File: config.mk
export PLATFORM = sky130hd
export DESIGN_NAME = call_stack
export DESIGN_NICKNAME = d
export VERILOG_FILES = /design/src/rtl/call_stack.sv
export SDC_FILE = /design/constraint.sdc
export NUM_CORES = 1
export LEC_CHECK = 0
export CAP_MARGIN = 20
export CORE_ASPECT_RATIO = 1.25
export CORE_MARGIN = 4
export CORE_UTILIZATION = 58
export DETAILED_ROUTE_END_ITERATION = 16
export PLACE_DENSITY = 0.79
export SLEW_MARGIN = 20
export SYNTH_ARGS = -nofsm -noshare
export SYNTH_HDL_FRONTEND = slang
export SYNTH_SLANG_ARGS = --single-unit
File: constraint.sdc
create_clock -name clk -period 3.2 [get_ports clk]
set_clock_uncertainty 0.2 [all_clocks]
set_input_delay 0.64 -clock clk [delete_from_list [all_inputs] [get_ports clk]]
set_output_delay 0.64 -clock clk [all_outputs]
set_load 0.1 [all_outputs]
File: src/rtl/call_stack.sv
// Hardware return stack: saves {return PC, flags} on call and presents the top entry
// combinationally, so the control unit can restore both on the edge that pops it.
module call_stack #(
    parameter int unsigned DEPTH       = 8,
    parameter int unsigned PC_WIDTH    = 8,
    parameter int unsigned FLAGS_WIDTH = 4
) (
    input  logic                           clk,
    input  logic                           rst_n,
    input  logic                           in_push_en,
    input  logic                           in_pop_en,
    input  logic [PC_WIDTH-1:0]            in_pc,
    input  logic [FLAGS_WIDTH-1:0]         in_flags,
    input  logic                           in_clear_err,
    output logic [PC_WIDTH-1:0]            out_pc,
    output logic [FLAGS_WIDTH-1:0]         out_flags,
    output logic                           out_empty,
    output logic                           out_full,
    output logic [$clog2(DEPTH+1)-1:0]     out_depth,
    output logic                           out_overflow,
    output logic                           out_underflow
);

    localparam int unsigned SP_W    = $clog2(DEPTH + 1);
    localparam int unsigned IDX_W   = $clog2(DEPTH);
    localparam int unsigned ENTRY_W = PC_WIDTH + FLAGS_WIDTH;

    logic [ENTRY_W-1:0] mem_q [DEPTH];
    logic [SP_W-1:0]    sp_q, sp_d;
    logic               ovf_q, ovf_d;
    logic               unf_q, unf_d;
    logic               wr_en;
    logic [IDX_W-1:0]   wr_idx;
    logic [IDX_W-1:0]   top_idx;
    logic [ENTRY_W-1:0] top_entry;
    logic               empty, full;

    // Status and top-of-stack read path, all derived from sp
    always_comb begin
        empty     = (sp_q == SP_W'(0));
        full      = (sp_q == SP_W'(DEPTH));
        top_idx   = empty ? IDX_W'(0) : IDX_W'(sp_q - SP_W'(1));
        top_entry = empty ? ENTRY_W'(0) : mem_q[top_idx];
    end

    assign out_pc        = top_entry[ENTRY_W-1:FLAGS_WIDTH];
    assign out_flags     = top_entry[FLAGS_WIDTH-1:0];
    assign out_empty     = empty;
    assign out_full      = full;
    assign out_depth     = sp_q;
    assign out_overflow  = ovf_q;
    assign out_underflow = unf_q;

    // Next stack pointer, write port and sticky errors; a new error overrides a clear
    always_comb begin
        sp_d   = sp_q;
        wr_en  = 1'b0;
        wr_idx = IDX_W'(sp_q);
        ovf_d  = in_clear_err ? 1'b0 : ovf_q;
        unf_d  = in_clear_err ? 1'b0 : unf_q;
        case ({in_push_en, in_pop_en})
            2'b10: begin
                if (!full) begin
                    wr_en  = 1'b1;
                    wr_idx = IDX_W'(sp_q);
                    sp_d   = sp_q + SP_W'(1);
                end else begin
                    ovf_d = 1'b1;
                end
            end
            2'b01: begin
                if (!empty) begin
                    sp_d = sp_q - SP_W'(1);
                end else begin
                    unf_d = 1'b1;
                end
            end
            2'b11: begin
                wr_en = 1'b1;
                if (!empty) begin
                    wr_idx = top_idx;
                end else begin
                    wr_idx = IDX_W'(0);
                    sp_d   = SP_W'(1);
                    unf_d  = 1'b1;
                end
            end
            default: ;
        endcase
    end

    always_ff @(posedge clk or negedge rst_n) begin
        if (!rst_n) begin
            sp_q  <= SP_W'(0);
            ovf_q <= 1'b0;
            unf_q <= 1'b0;
        end else begin
            sp_q  <= sp_d;
            ovf_q <= ovf_d;
            unf_q <= unf_d;
        end
    end

    // Entry storage is deliberately not reset; sp alone defines validity
    always_ff @(posedge clk) begin
        if (wr_en) begin
            mem_q[wr_idx] <= {in_pc, in_flags};
        end
    end

endmodule

==> flow_metrics.tcl, run 1 <==
set metrics [dict create \
    status "complete, but fails checks" \
    violations "negative setup slack" \
    syn_avg_cell_area_um2 13.2 \
    cts_sinks 102 \
    synth_top_area_share_pct 61.2 \
    drive_gt1_share_pct 37.0 \
    avgViaCountPerCell 6.48 \
    dp_hpwl_mm 7.00 \
    grt_util_met2_pct 43.3 \
    ant_nets 0 \
    wl_per_cell_um 23.2 \
    hold_violations 0 \
    io_pins 37 \
    syn2layout_area_growth_pct 28.6 \
    r2r_cells 10 \
    path_cells "inv_4, ha_4, buf_8, nor2_4, nand2_1, a41oi_2, a21oi_2, a211oi_4, buf_12" \
    layout_setup_ws_ps -160 \
    clock_tree.buffer_depth 2 \
    final_max_slew_viol_count 0 \
    top_usage_layer "met2" \
    synth_fp_nets 376 \
    totalWireLength_mm 12.1 \
    max_cap_violations 0 \
    htreeDepth 3 \
    yosysWarningCount 0 \
    fp-row-count 36 \
    fillers 469 \
    synth_top_family_by_area "compound AO/OA/AOI/OAI gates" \
    fin_crit_sh_pct 105 \
    slowest_stage "dfrtp_4" \
    synth-edff-count 96 \
    antenna_found_initial 0 \
    rsz0062_at_grt "yes" \
    cts_tree "built" \
    crit_path_start_kind "register" \
    start_util_pct 60.1 \
    async_reset_ff_share_pct 5.88 \
    gp_congestion 0.816 \
    synth.distinct_cells 48 \
    die_area_um2 9630 \
    clockRootBuffer "clkbuf_8" \
    cp.depth 9 \
    synth.top_cells.by_area "edfxtp_1, mux2_2, dfrtp_1" \
    path_max_fanout 7 \
    yosys.area_share.simple_pct 10.8 \
    synth-xor-area-share_pct 0.186 \
    drtIter0Drc 321 \
    r2r_end "mem_q[3][0]" \
    yosysSeqAreaShare_pct 64.4 \
    arrival_ps 2520 \
    grtUsageMet1_pct 34.3 \
    place_area_um2 5560 \
    critical_path.endpoint_type "primary output" \
    worstMarginPinSlew_ps 500 \
    rrSetupSlack_ps 300 \
    clock.fmax_mhz 298 \
    cp.buffers_inverters 3 \
    grtUsageTotal_pct 26.6 \
    finalSetupViolCount 11 \
    grt_max_degree 49 \
    nNetsFinal 441 \
    synth_mux_area_share_pct 6.54 \
    firstDrtPassIters 7 \
    mostFrequentLayoutCells "edfxtp_1, buf_4, nand2_1, mux2_2, buf_12" \
    drc 0 \
    synth-compound-area-share_pct 13.8 \
    coreArea_um2 7840 \
    critPathKind "reg -> out" \
    crit_family "compound AO/OA/AOI/OAI gates" \
    hold_class "in -> async" \
    synthCells 357 \
    met3_usage_pct 4.69 \
    mostFrequentLayoutCell "edfxtp_1" \
    clk_pin_slew_ps 100 \
    clk_latency_ps 360 \
    synth_seq_cells 102 \
    fin_crit_ps 3360 \
    synth_fa_ha_area_share_pct 0.531 \
    grt_pass1_vias 3354 \
    synth_area_um2 4710 \
    r2r_start "out_depth[0]" \
    overflow 0 \
    vias 3380 \
    die-height_um 109 \
    critPathMaxStageDelay_ps 520 \
    synth_top_flop_cell "edfxtp_1" \
    die_x_um 88.6 \
    port_buffers 36 \
    fin_area_um2 6060 \
    insertedDiodeCount 0 \
    grt_pass1_wl_mm 18.5 \
    cp.required_ps 2360 \
    maxSlewHeadroom_pct 66.6 \
    yosysTopAreaCell "edfxtp_1" \
    numCtsBuffers 9 \
]
[state kept, by name (all words and copies together), names as in the netlist]
| name | flops |
|---|---|
| out_depth | 4 |
| out_overflow | 1 |
| out_underflow | 1 |
| mem_q | 96 |
[kinds of logic (layout without fill, tap and decap cells)]
logic type,count (synthesis),count (layout)
multiplexers,28,28
adder cells (fa/ha/maj),2,2
buffers and inverters,31,100
flip-flops,102,102
AND/OR/NAND/NOR,103,104
AO/OA/AOI/OAI,90,90
XOR/XNOR,1,1
[cell type report]
class / count / area (um2) / share of cell area, %
Tap cell: 95 / 119 / 1.96
Inverter: 8 / 36.3 / 0.599
Clock inverter: 6 / 62.6 / 1.03
Timing Repair Buffer: 76 / 883 / 14.6
Sequential cell: 102 / 3040 / 50.2
Multi-Input combinational cell: 225 / 1790 / 29.6
Clock buffer: 10 / 128 / 2.11
[worst max-delay path by stage]
stage                  from            to
6_report       out_depth[0]     out_pc[2]
5_1_grt        out_depth[0]  out_flags[2]
3_3_place_gp   out_depth[0]  out_flags[1]
4_1_cts        out_depth[0]  out_flags[3]
2_1_floorplan  out_depth[0]  out_flags[1]
3_5_place_dp   out_depth[0]  out_flags[2]
[layer usage]
layer | up-vias | part of all wire, %
li1 | 1490 | -
met2 | 193 | 52
met3 | 30 | 7.3
met5 | - | 0
met1 | 1667 | 38
met4 | 0 | 3.1
[what timing repair did]
| action | 4_1_cts | 5_1_grt |
|---|---|---|
| endpoints found under the setup margin | 12 | 12 |
| pin swaps | 21 | 8 |
| gates resized for setup | 33 | 16 |
| gates cloned | 2 | 0 |
| hold buffers | 0 | 0 |
| setup buffers | 15 | 1 |
[stage by stage]
stage               cells  setup TNS, ps  setup slack, ps  util (%)  hold slack [ps]
CTS                   522           -940             -101      76.9              316
floorplan             357          -6130             -817         -              144
global placement      489              0              168      70.9              290
detailed placement    489              0              105      70.9              300
global route          522          -2190             -227      77.3              323
finish                522          -1250             -160      77.3              306
[Yosys cell counts, types with 8 or more instances]
cell and number:
mux2_2 22, nand3_1 16, nor3_1 8, a21oi_1 24, edfxtp_1 96, nand2_1 27
buf_2 12, nor2_1 27, o21ai_0 14, o22ai_1 12, inv_1 8
Power of run 1 is left out: the tool's default activity adds up to more than one toggle a clock period on the data nets, which glitch-free logic cannot reach.
==> inputs of run 2 (changes only) <==
- CORE_MARGIN: 4 -> unset
- SETUP_SLACK_MARGIN: unset -> 0.05
==> run 2 against run 1 <==
Net effect:
- first-iteration DRC count up 8.4%
- worst setup slack worse by 2.1 ps
- cell area is 0.89% higher
- via count is 0.68% higher
- non-clock buffer count grew 4
- the flow still finishes with violations (negative setup slack)
- sequential share of layout area shrank 0.44 points
- wire length fell by 5.1%
- final cell count increased by 0.77%
- global-route usage grew 2.3 points
==> flow_metrics.tcl, run 2 (synthesis results as in run 1) <==
set metrics [dict create \
    fin_area_um2 6110 \
    grt_pass1_vias 3268 \
    gp_congestion 0.872 \
    place_area_um2 5570 \
    start_util_pct 60.1 \
    mostFrequentLayoutCell "edfxtp_1" \
    critPathKind "reg -> out" \
    crit_top_cell "buf_6" \
    arrival_ps 2520 \
    drtIter0Drc 348 \
    drc 0 \
    final_max_slew_viol_count 0 \
    wl_per_cell_um 21.8 \
    port_buffers 36 \
    multi_input_area_um2 1820 \
    coreArea_um2 7840 \
    hold_class "in -> async" \
    die_area_um2 8490 \
    clock_tree.buffer_depth 2 \
    grt_util_met2_pct 48.6 \
    grt_max_degree 49 \
    rsz0062_at_grt "yes" \
    finalSetupViolCount 12 \
    die_x_um 82.6 \
    cp.required_ps 2360 \
    largest_reg_flops 96 \
    cts_tree "built" \
    crit_path_start_kind "register" \
    clockRootBuffer "clkbuf_8" \
    path_cells "inv_4, ha_4, nor3b_4, buf_6, buf_6, buf_6, o311a_1, nor4_2, o21ai_1, and3_4, buf_12" \
    grt_pass1_wl_mm 17.2 \
    insertedDiodeCount 0 \
    fillers 454 \
    status "complete, but fails checks" \
    drive_gt1_share_pct 38.1 \
    cts_sinks 102 \
    io_pins 37 \
    hold_violations 0 \
    grtUsageTotal_pct 28.9 \
    met3_usage_pct 5.58 \
    overflow 0 \
    clock.fmax_mhz 297 \
    seq_area_um2 3040 \
    layout_setup_ws_ps -162 \
    antenna_found_initial 0 \
    mostFrequentLayoutCells "edfxtp_1, buf_4, nand2_1, mux2_2, nor2_1" \
    largest-register "mem_q" \
    htreeDepth 3 \
    maxSlewHeadroom_pct 63.9 \
    numCtsBuffers 9 \
    grtUsageMet1_pct 36.8 \
    clk_pin_slew_ps 110 \
    firstDrtPassIters 5 \
    fin_crit_sh_pct 105 \
    top_usage_layer "met2" \
    path_max_fanout 5 \
    avgViaCountPerCell 6.47 \
    fin_crit_ps 3360 \
    fp-row-count 36 \
    totalWireLength_mm 11.5 \
    cp.buffers_inverters 5 \
    worstMarginPinSlew_ps 541 \
    crit_family "buffers and inverters" \
    syn2layout_area_growth_pct 29.8 \
    ant_nets 0 \
    clk_latency_ps 370 \
    max_cap_violations 0 \
    die-height_um 103 \
    slowest_stage "dfrtp_4" \
    vias 3403 \
    violations "negative setup slack" \
    dp_hpwl_mm 6.89 \
    critPathMaxStageDelay_ps 460 \
    ctsHoldBuffers 0 \
    nNetsFinal 445 \
    critical_path.endpoint_type "primary output" \
]
==> run 2: worst paths after layout <==
path | start | endpoint | slack (ps) | cells past startpoint
worst max-delay path | out_depth[0] | out_pc[6] | -160 | 11
worst min-delay path | rst_n | out_depth[0] | 310 | 1
worst max register to register | out_depth[0] | mem_q[4][5] | 270 | 9
worst min register to register | out_overflow | out_overflow | 320 | 1
max in group asynchronous | rst_n | out_depth[0] | 2230 | 1
min in group clk | out_overflow | out_overflow | 320 | 1
==> run 2: final cells by class <==
class,count,area share [%]
repair buffers,80,14.7
clock inverters,7,1.33
multi-input cells,225,29.7
clock buffers,9,2.03
flip-flops and latches,102,49.7
well taps,95,1.95
inverters,8,0.594
==> run 2: per-layer routing <==
metal | vias up | part of all wire (%)
met5 | - | 0
met4 | 0 | 2.9
met3 | 38 | 7.8
met2 | 203 | 52
met1 | 1669 | 37
li1 | 1493 | -
==> run 2: metrics by stage <==
step | worst slack (ps) | std cells | util, % | hold WS [ps] | TNS, ps
after floorplan | -817 | 357 | - | 144 | -6540
after global routing | -267 | 526 | 78.0 | 339 | -2420
after detailed placement | 120 | 490 | 71.1 | 302 | 0
after CTS | -114 | 522 | 76.5 | 318 | -966
after global placement | 167 | 490 | 71.1 | 291 | 0
final | -162 | 526 | 78.0 | 310 | -1460
==> run 2: timing repair <==
item / CTS / global route
gates cloned: 2 / 0
setup buffers: 14 / 4
resized for setup: 24 / 19
pin swaps: 15 / 7
setup endpoints to repair: 12 / 12
Power of run 2 is left out for the same reason.
